[config.mk]
export PLATFORM = sky130hd
export DESIGN_NAME = multicycle_control_fsm_flat
export DESIGN_NICKNAME = d
export VERILOG_FILES = /design/src/rtl/multicycle_control_fsm_if.sv /design/src/rtl/multicycle_control_fsm.sv /design/src/flat_wrapper.sv
export SDC_FILE = /design/constraint.sdc
export NUM_CORES = 1
export LEC_CHECK = 0
export ABC_AREA = 1
export BUFFER_PORTS_ARGS = -buffer_cell sky130_fd_sc_hd__buf_2
export CORE_MARGIN = 2
export CORE_UTILIZATION = 45
export CTS_CLUSTER_SIZE = 24
export DETAILED_ROUTE_END_ITERATION = 16
export GPL_ROUTABILITY_DRIVEN = 0
export PLACE_DENSITY = 0.84
export SYNTH_ARGS = -nofsm -noshare
export SYNTH_HDL_FRONTEND = slang
export SYNTH_SLANG_ARGS = --single-unit
export TNS_END_PERCENT = 20
[constraint.sdc]
create_clock -name i_clk -period 1.2 [get_ports i_clk]
set_input_delay 0 -clock i_clk [delete_from_list [all_inputs] [get_ports i_clk]]
set_output_delay 0 -clock i_clk [all_outputs]
set_load 0.02 [all_outputs]
[src/rtl/multicycle_control_fsm_if.sv]
// Control bundle between the multicycle main controller and the RV32I datapath.
//   i_opcode     : IR[6:0], valid from DECODE onward
//   i_mem_ready  : memory access completes this cycle
//   o_*          : datapath mux selects, write enables, ALU-op, retire pulse, debug state
//   o_illegal    : present only when ILLEGAL_TRAP_EN is defined
// Modports: master = controller, slave = datapath side.
interface multicycle_control_fsm_if;
  logic [6:0] i_opcode;
  logic       i_mem_ready;
  logic       o_pc_write;
  logic       o_branch;
  logic       o_ir_write;
  logic       o_adr_src;
  logic       o_mem_write;
  logic       o_reg_write;
  logic [1:0] o_result_src;
  logic [1:0] o_alu_src_a;
  logic [1:0] o_alu_src_b;
  logic [2:0] o_aluop;
  logic       o_retire;
  logic [3:0] o_state;
`ifdef ILLEGAL_TRAP_EN
  logic       o_illegal;
`endif

  modport master (
    input  i_opcode, i_mem_ready,
    output o_pc_write, o_branch, o_ir_write, o_adr_src, o_mem_write, o_reg_write,
    output o_result_src, o_alu_src_a, o_alu_src_b, o_aluop, o_retire, o_state
`ifdef ILLEGAL_TRAP_EN
    , output o_illegal
`endif
  );

  modport slave (
    output i_opcode, i_mem_ready,
    input  o_pc_write, o_branch, o_ir_write, o_adr_src, o_mem_write, o_reg_write,
    input  o_result_src, o_alu_src_a, o_alu_src_b, o_aluop, o_retire, o_state
`ifdef ILLEGAL_TRAP_EN
    , input o_illegal
`endif
  );
endinterface

[src/rtl/multicycle_control_fsm.sv]
// Moore-style main controller for the multicycle RV32I core.
// Sequences fetch/decode/execute/memory/writeback over the shared ALU, memory port and
// register file.
// Ports:
//   i_clk    : clock, rising edge
//   i_rst_n  : synchronous active-low reset
//   io_bus   : multicycle_control_fsm_if.master (opcode/ready in, datapath controls out)
// Build option: define ILLEGAL_TRAP_EN to trap unknown opcodes in state TRAP (11) and
// expose o_illegal; otherwise unknown opcodes retire as a NOP from DECODE.
module multicycle_control_fsm #(
  parameter logic [6:0] R_TYPE = 7'b0110011,
  parameter logic [6:0] I_TYPE = 7'b0010011,
  parameter logic [6:0] LOAD   = 7'b0000011,
  parameter logic [6:0] STORE  = 7'b0100011,
  parameter logic [6:0] BRANCH = 7'b1100011,
  parameter logic [6:0] JAL    = 7'b1101111
) (
  input  logic                            i_clk,
  input  logic                            i_rst_n,
  multicycle_control_fsm_if.master        io_bus
);

  typedef enum logic [3:0] {
    StFetch    = 4'd0,
    StDecode   = 4'd1,
    StMemAdr   = 4'd2,
    StMemRead  = 4'd3,
    StMemWb    = 4'd4,
    StMemWrite = 4'd5,
    StExecR    = 4'd6,
    StExecI    = 4'd7,
    StAluWb    = 4'd8,
    StBeq      = 4'd9,
    StJals     = 4'd10
`ifdef ILLEGAL_TRAP_EN
    , StTrap   = 4'd11
`endif
  } state_e;

  // Moore part of the control word, registered alongside the state.
  typedef struct packed {
    logic       fetch;      // ir/pc write, still gated by i_mem_ready
    logic       jump;       // unconditional pc load (jal)
    logic       branch;
    logic       adr_src;
    logic       mem_write;
    logic       reg_write;
    logic [1:0] result_src;
    logic [1:0] alu_src_a;
    logic [1:0] alu_src_b;
    logic [2:0] aluop;
  } ctrl_t;

  function automatic ctrl_t ctrl_decode(state_e s);
    ctrl_t c;
    c = '0;
    case (s)
      StFetch: begin
        c.fetch      = 1'b1;
        c.alu_src_b  = 2'd2;
        c.result_src = 2'd2;
      end
      StDecode: begin
        c.alu_src_a = 2'd1;
        c.alu_src_b = 2'd1;
      end
      StMemAdr: begin
        c.alu_src_a = 2'd2;
        c.alu_src_b = 2'd1;
      end
      StMemRead:  c.adr_src = 1'b1;
      StMemWb: begin
        c.result_src = 2'd1;
        c.reg_write  = 1'b1;
      end
      StMemWrite: begin
        c.adr_src   = 1'b1;
        c.mem_write = 1'b1;
      end
      StExecR: begin
        c.alu_src_a = 2'd2;
        c.aluop     = 3'd2;
      end
      StExecI: begin
        c.alu_src_a = 2'd2;
        c.alu_src_b = 2'd1;
        c.aluop     = 3'd2;
      end
      StAluWb:    c.reg_write = 1'b1;
      StBeq: begin
        c.alu_src_a = 2'd2;
        c.aluop     = 3'd1;
        c.branch    = 1'b1;
      end
      StJals: begin
        c.alu_src_a = 2'd1;
        c.alu_src_b = 2'd2;
        c.jump      = 1'b1;
      end
      default: c = '0;  // unused codes and TRAP: everything off
    endcase
    return c;
  endfunction

  state_e     r_state;
  ctrl_t      r_ctrl;
  state_e     w_state_d;
  logic       w_retire;
  logic [6:0] w_opcode;

  assign w_opcode = io_bus.i_opcode;

  always_comb begin
    w_state_d = StFetch;
    case (r_state)
      StFetch:  w_state_d = io_bus.i_mem_ready ? StDecode : StFetch;
      StDecode: begin
        case (w_opcode)
          LOAD, STORE: w_state_d = StMemAdr;
          R_TYPE:      w_state_d = StExecR;
          I_TYPE:      w_state_d = StExecI;
          BRANCH:      w_state_d = StBeq;
          JAL:         w_state_d = StJals;
`ifdef ILLEGAL_TRAP_EN
          default:     w_state_d = StTrap;
`else
          default:     w_state_d = StFetch;
`endif
        endcase
      end
      StMemAdr: begin
        if (w_opcode == LOAD) begin
          w_state_d = StMemRead;
        end else if (w_opcode == STORE) begin
          w_state_d = StMemWrite;
        end else begin
          w_state_d = StFetch;
        end
      end
      StMemRead:  w_state_d = io_bus.i_mem_ready ? StMemWb : StMemRead;
      StMemWb:    w_state_d = StFetch;
      StMemWrite: w_state_d = io_bus.i_mem_ready ? StFetch : StMemWrite;
      StExecR:    w_state_d = StAluWb;
      StExecI:    w_state_d = StAluWb;
      StAluWb:    w_state_d = StFetch;
      StBeq:      w_state_d = StFetch;
      StJals:     w_state_d = StAluWb;
`ifdef ILLEGAL_TRAP_EN
      StTrap:     w_state_d = StTrap;   // sticky until reset
`endif
      default:    w_state_d = StFetch;
    endcase
  end

  // Control word is decoded from the next state so it lines up with r_state.
  always_ff @(posedge i_clk) begin
    if (!i_rst_n) begin
      r_state <= StFetch;
      r_ctrl  <= ctrl_decode(StFetch);
    end else begin
      r_state <= w_state_d;
      r_ctrl  <= ctrl_decode(w_state_d);
    end
  end

  // Retire marks the final cycle of an instruction; depends on ready/opcode in this cycle.
  always_comb begin
    w_retire = 1'b0;
    case (r_state)
      StMemWb, StAluWb, StBeq: w_retire = 1'b1;
      StMemWrite:              w_retire = io_bus.i_mem_ready;
`ifndef ILLEGAL_TRAP_EN
      StDecode: begin
        case (w_opcode)
          LOAD, STORE, R_TYPE, I_TYPE, BRANCH, JAL: w_retire = 1'b0;
          default:                                  w_retire = 1'b1;
        endcase
      end
`endif
      default:                 w_retire = 1'b0;
    endcase
  end

  // Enables are masked while reset is asserted so an abandoned access writes nothing.
  assign io_bus.o_ir_write   = i_rst_n & r_ctrl.fetch & io_bus.i_mem_ready;
  assign io_bus.o_pc_write   = i_rst_n & ((r_ctrl.fetch & io_bus.i_mem_ready) | r_ctrl.jump);
  assign io_bus.o_branch     = i_rst_n & r_ctrl.branch;
  assign io_bus.o_mem_write  = i_rst_n & r_ctrl.mem_write;
  assign io_bus.o_reg_write  = i_rst_n & r_ctrl.reg_write;
  assign io_bus.o_retire     = i_rst_n & w_retire;
  assign io_bus.o_adr_src    = r_ctrl.adr_src;
  assign io_bus.o_result_src = r_ctrl.result_src;
  assign io_bus.o_alu_src_a  = r_ctrl.alu_src_a;
  assign io_bus.o_alu_src_b  = r_ctrl.alu_src_b;
  assign io_bus.o_aluop      = r_ctrl.aluop;
  assign io_bus.o_state      = r_state;
`ifdef ILLEGAL_TRAP_EN
  assign io_bus.o_illegal    = (r_state == StTrap);
`endif

endmodule
[src/flat_wrapper.sv]
// flat-port wrapper written by rule: the top's interface ports become plain ports
module multicycle_control_fsm_flat 
#(
  parameter logic [6:0] R_TYPE = 7'b0110011,
  parameter logic [6:0] I_TYPE = 7'b0010011,
  parameter logic [6:0] LOAD   = 7'b0000011,
  parameter logic [6:0] STORE  = 7'b0100011,
  parameter logic [6:0] BRANCH = 7'b1100011,
  parameter logic [6:0] JAL    = 7'b1101111
)
  (i_clk, i_rst_n, io_bus_i_opcode, io_bus_i_mem_ready, io_bus_o_pc_write, io_bus_o_branch, io_bus_o_ir_write, io_bus_o_adr_src, io_bus_o_mem_write, io_bus_o_reg_write, io_bus_o_result_src, io_bus_o_alu_src_a, io_bus_o_alu_src_b, io_bus_o_aluop, io_bus_o_retire, io_bus_o_state);
  multicycle_control_fsm_if io_bus_i ();
  input  logic i_clk;
  input  logic i_rst_n;
  input wire logic [$bits(io_bus_i.i_opcode)-1:0] io_bus_i_opcode;
  input wire logic [$bits(io_bus_i.i_mem_ready)-1:0] io_bus_i_mem_ready;
  output wire logic [$bits(io_bus_i.o_pc_write)-1:0] io_bus_o_pc_write;
  output wire logic [$bits(io_bus_i.o_branch)-1:0] io_bus_o_branch;
  output wire logic [$bits(io_bus_i.o_ir_write)-1:0] io_bus_o_ir_write;
  output wire logic [$bits(io_bus_i.o_adr_src)-1:0] io_bus_o_adr_src;
  output wire logic [$bits(io_bus_i.o_mem_write)-1:0] io_bus_o_mem_write;
  output wire logic [$bits(io_bus_i.o_reg_write)-1:0] io_bus_o_reg_write;
  output wire logic [$bits(io_bus_i.o_result_src)-1:0] io_bus_o_result_src;
  output wire logic [$bits(io_bus_i.o_alu_src_a)-1:0] io_bus_o_alu_src_a;
  output wire logic [$bits(io_bus_i.o_alu_src_b)-1:0] io_bus_o_alu_src_b;
  output wire logic [$bits(io_bus_i.o_aluop)-1:0] io_bus_o_aluop;
  output wire logic [$bits(io_bus_i.o_retire)-1:0] io_bus_o_retire;
  output wire logic [$bits(io_bus_i.o_state)-1:0] io_bus_o_state;
  assign io_bus_i.i_opcode = io_bus_i_opcode;
  assign io_bus_i.i_mem_ready = io_bus_i_mem_ready;
  assign io_bus_o_pc_write = io_bus_i.o_pc_write;
  assign io_bus_o_branch = io_bus_i.o_branch;
  assign io_bus_o_ir_write = io_bus_i.o_ir_write;
  assign io_bus_o_adr_src = io_bus_i.o_adr_src;
  assign io_bus_o_mem_write = io_bus_i.o_mem_write;
  assign io_bus_o_reg_write = io_bus_i.o_reg_write;
  assign io_bus_o_result_src = io_bus_i.o_result_src;
  assign io_bus_o_alu_src_a = io_bus_i.o_alu_src_a;
  assign io_bus_o_alu_src_b = io_bus_i.o_alu_src_b;
  assign io_bus_o_aluop = io_bus_i.o_aluop;
  assign io_bus_o_retire = io_bus_i.o_retire;
  assign io_bus_o_state = io_bus_i.o_state;
  multicycle_control_fsm #(.R_TYPE(R_TYPE), .I_TYPE(I_TYPE), .LOAD(LOAD), .STORE(STORE), .BRANCH(BRANCH), .JAL(JAL)) u_core (.i_clk(i_clk), .i_rst_n(i_rst_n), .io_bus(io_bus_i));
endmodule
==> metrics.cfg <==
[power]
peakVddDrop_mv = 0.4973
switching_share_pct = 28.72
p_comb_share_pct = 16.4
powerDensity_nw_per_um2 = 790.6
internal_power_uw = 753.7
clkPwrFrac_pct = 29.1
leakagePower_nw = 0.7602
seqPwrFrac_pct = 54.5
p_sw_uw = 303.7

[grt]
grt_pass1_wl_um = 3995
grt_max_degree = 11
grt_pass1_vias = 986
grtUsageTotal_pct = 20.05
grt.overflow.total = 0
antenna_found_initial = 0

[layout]
final_common_cell = nand2_1
antenna_cells = 0
nets = 200
layout-drive-gt1-share_pct = 42.86
mostFrequentLayoutCells = nand2_1 (32), buf_2 (27), inv_1 (19)
area_growth_pct = 33.96

[critical_path]
path_max_fanout = 3
reg2reg_to = u_core.io_bus.o_alu_src_a[1]
end_kind = output pin
critPathKind = reg -> out
reg2reg_slack_ns = -0.19
arrival_ns = 1.45
cp-start-kind = flip-flop
r2r_cells = 9
worstReg2RegStart = u_core.io_bus.o_state[2]
critPathRequiredTime_ns = 1.20

[logic_synthesis]
synth_sequential_area_ratio_pct = 34.09
yosysWarningCount = 0
synth_top_area_share_pct = 34.09
syn_area_per_cell_um2 = 6.483
syn_inst = 154
syn_nets = 164
synth_area_leader_cell = dfxtp_1
synth-seq-cells = 17
synth.area.top_cells = dfxtp_1 (34%), nand2_1 (14%), nand3_1 (9.5%)
synth.distinct_cells = 21
netlist_area_um2 = 998.5

[clock_network]
cts_root_buf = clkbuf_4
path_clk_slew_ns = 0.09
cts_buffer_depth = 2
insertion_delay_ns = 0.30
cts_sinks = 17
cts_tree = yes
cts_buffers = 3
ctsHtreeMaxLevel = 1

[drt]
top_layer_used = met4
routed_via_density = 5.207
wl_per_cell_um = 12.10
drt_wl_total_um = 2626
met3WireLength_um = 184
drt_first_pass_iters = 4
drcViolationCount = 0
initialDrtViolationCount = 37
vias = 1130
ant_nets = 0
route.met2.wl_um = 1380
wl_met1_um = 944

[run]
cap_violations = 0

[floorplanning]
core_um2 = 2148
die_area_um2 = 2612
fp.dieH_um = 51.11
initial_core_util_pct = 46.48
io_pins = 30
die-width_um = 51.11
rows = 17

[status]
status = finished, violations left
violations = negative setup slack

[timing]
hold_viol_final = 0
fmax_mhz = 691.2
hold_ws_ns = 0.05995
fin_crit_ns = 1.447
rsz0062_at_grt = true
setup_slack_ns = -0.2468
setup_viol = 13
clock_skew_ns = 0.001519
finalCritPeriodShare_pct = 120.6
report.final.slew_viol_count = 0

[placement]
dpl_worst_slack_ns = -0.1301
place_hpwl_um = 1768
port_buffers = 28

[worst_hold_path]
holdPathEnd = u_core.r_ctrl[14]
worstHoldStart = i_rst_n
hp-class = in -> reg
min_path_cells = 3

==> stage by stage <==
step / TNS, ns / utilization (%) / cell area, um2 / cells / power (mW)
6_report: -1.440 / 62.26 / 1338 / 217 / 1.057
4_1_cts: -1.049 / 57.60 / 1237 / 212 / 1.045
2_1_floorplan: 0 / - / 1031 / 154 / 0.6988
5_1_grt: -2.380 / 62.26 / 1338 / 217 / 1.096
3_5_place_dp: -0.6230 / 55.27 / 1187 / 207 / 0.7428
3_3_place_gp: -0.2474 / 55.27 / 1187 / 207 / 0.7364
==> synth_stat cells <==
| master | n |
|---|---|
| o21ai_0 | 2 |
| nor2_1 | 21 |
| clkinv_1 | 1 |
| nand3_1 | 19 |
| a31oi_1 | 1 |
| inv_1 | 22 |
| nor3_1 | 2 |
| buf_4 | 9 |
| conb_1 | 1 |
| nor2_4 | 3 |
| o21ai_2 | 1 |
| nor2b_2 | 1 |
| nand2_1 | 37 |
| clkbuf_1 | 1 |
| nand4_1 | 2 |
| o21ai_1 | 1 |
| dfxtp_1 | 17 |
| a21oi_1 | 3 |
| nand3_2 | 3 |
| nand2_2 | 4 |
| nor2_2 | 3 |
==> critical path, stage by stage (launching register included) <==
cell     delay (ns)
dfxtp_4        0.39
inv_4          0.05
nor2_4         0.14
nand2_2        0.07
a21oi_2        0.13
a31oi_1        0.06
a21oi_1        0.16
buf_4          0.16
==> flip-flops by register name (all words and copies together) (netlist names) <==
| signal | count |
|---|---|
| u_core.io_bus.o_alu_src_b | 2 |
| u_core.io_bus.o_adr_src | 1 |
| u_core.io_bus.o_aluop | 1 |
| u_core.io_bus.o_state | 4 |
| u_core.io_bus.o_result_src | 2 |
| u_core.io_bus.o_alu_src_a | 2 |
| u_core.r_ctrl | 5 |
==> cell type report <==
cell class                 count  area, um2
clock buffer                   3      22.52
fill                         163      810.8
multi-input combinational    104      588.1
sequential                    17      355.3
tap                           28      35.03
inverter                      23      88.84
clock inverter                 1      5.005
timing repair buffer          41      242.7
==> kinds of logic after synthesis <==
family                 after synthesis  synth area share, %
buffers and inverters               33                15.79
flip-flops                          17                34.09
other                                1               0.3756
AO/OA/AOI/OAI                        8                4.511
AND/OR/NAND/NOR                     95                45.24
==> layer usage <==
metal  vias to the layer above  global-route usage, %
met5                         -                      0
met4                         0                  11.71
met3                        21                  2.632
met2                        67                  36.80
met1                       504                  21.70
li1                        538                      -
==> how the worst max path moves through the flow <==
| stage | from | end | slack, ns | cells after the start |
|---|---|---|---|---|
| after floorplan | u_core.io_bus.o_state[2] | u_core.io_bus.o_alu_src_a[1] | 0.003 | 9 |
| after global placement | u_core.io_bus.o_state[3] | u_core.io_bus.o_alu_src_b[0] | -0.08 | 8 |
| after detailed placement | u_core.io_bus.o_state[0] | u_core.io_bus.o_alu_src_a[1] | -0.13 | 8 |
| after CTS | u_core.io_bus.o_state[2] | io_bus_o_retire | -0.18 | 7 |
| after global routing | u_core.io_bus.o_state[2] | io_bus_o_retire | -0.33 | 7 |
| final | u_core.io_bus.o_state[2] | io_bus_o_retire | -0.25 | 7 |
==> power groups by stage <==
stage	combinational [mW]	clock [mW]	sequential, mW
global placement	0.149	0	0.587
global route	0.189	0.330	0.578
finish	0.174	0.308	0.576
floorplan	0.109	0	0.590
CTS	0.160	0.310	0.575
detailed placement	0.155	0	0.588
==> timing repair <==
action,in CTS,in global routing
endpoints found under the setup margin,12,15
hold buffers,1,0
pin swaps,1,9
gates resized for setup,4,17
hold endpoints to repair,1,0
setup buffers,0,5
No activity file was read; power rests on OpenSTA's default activity.
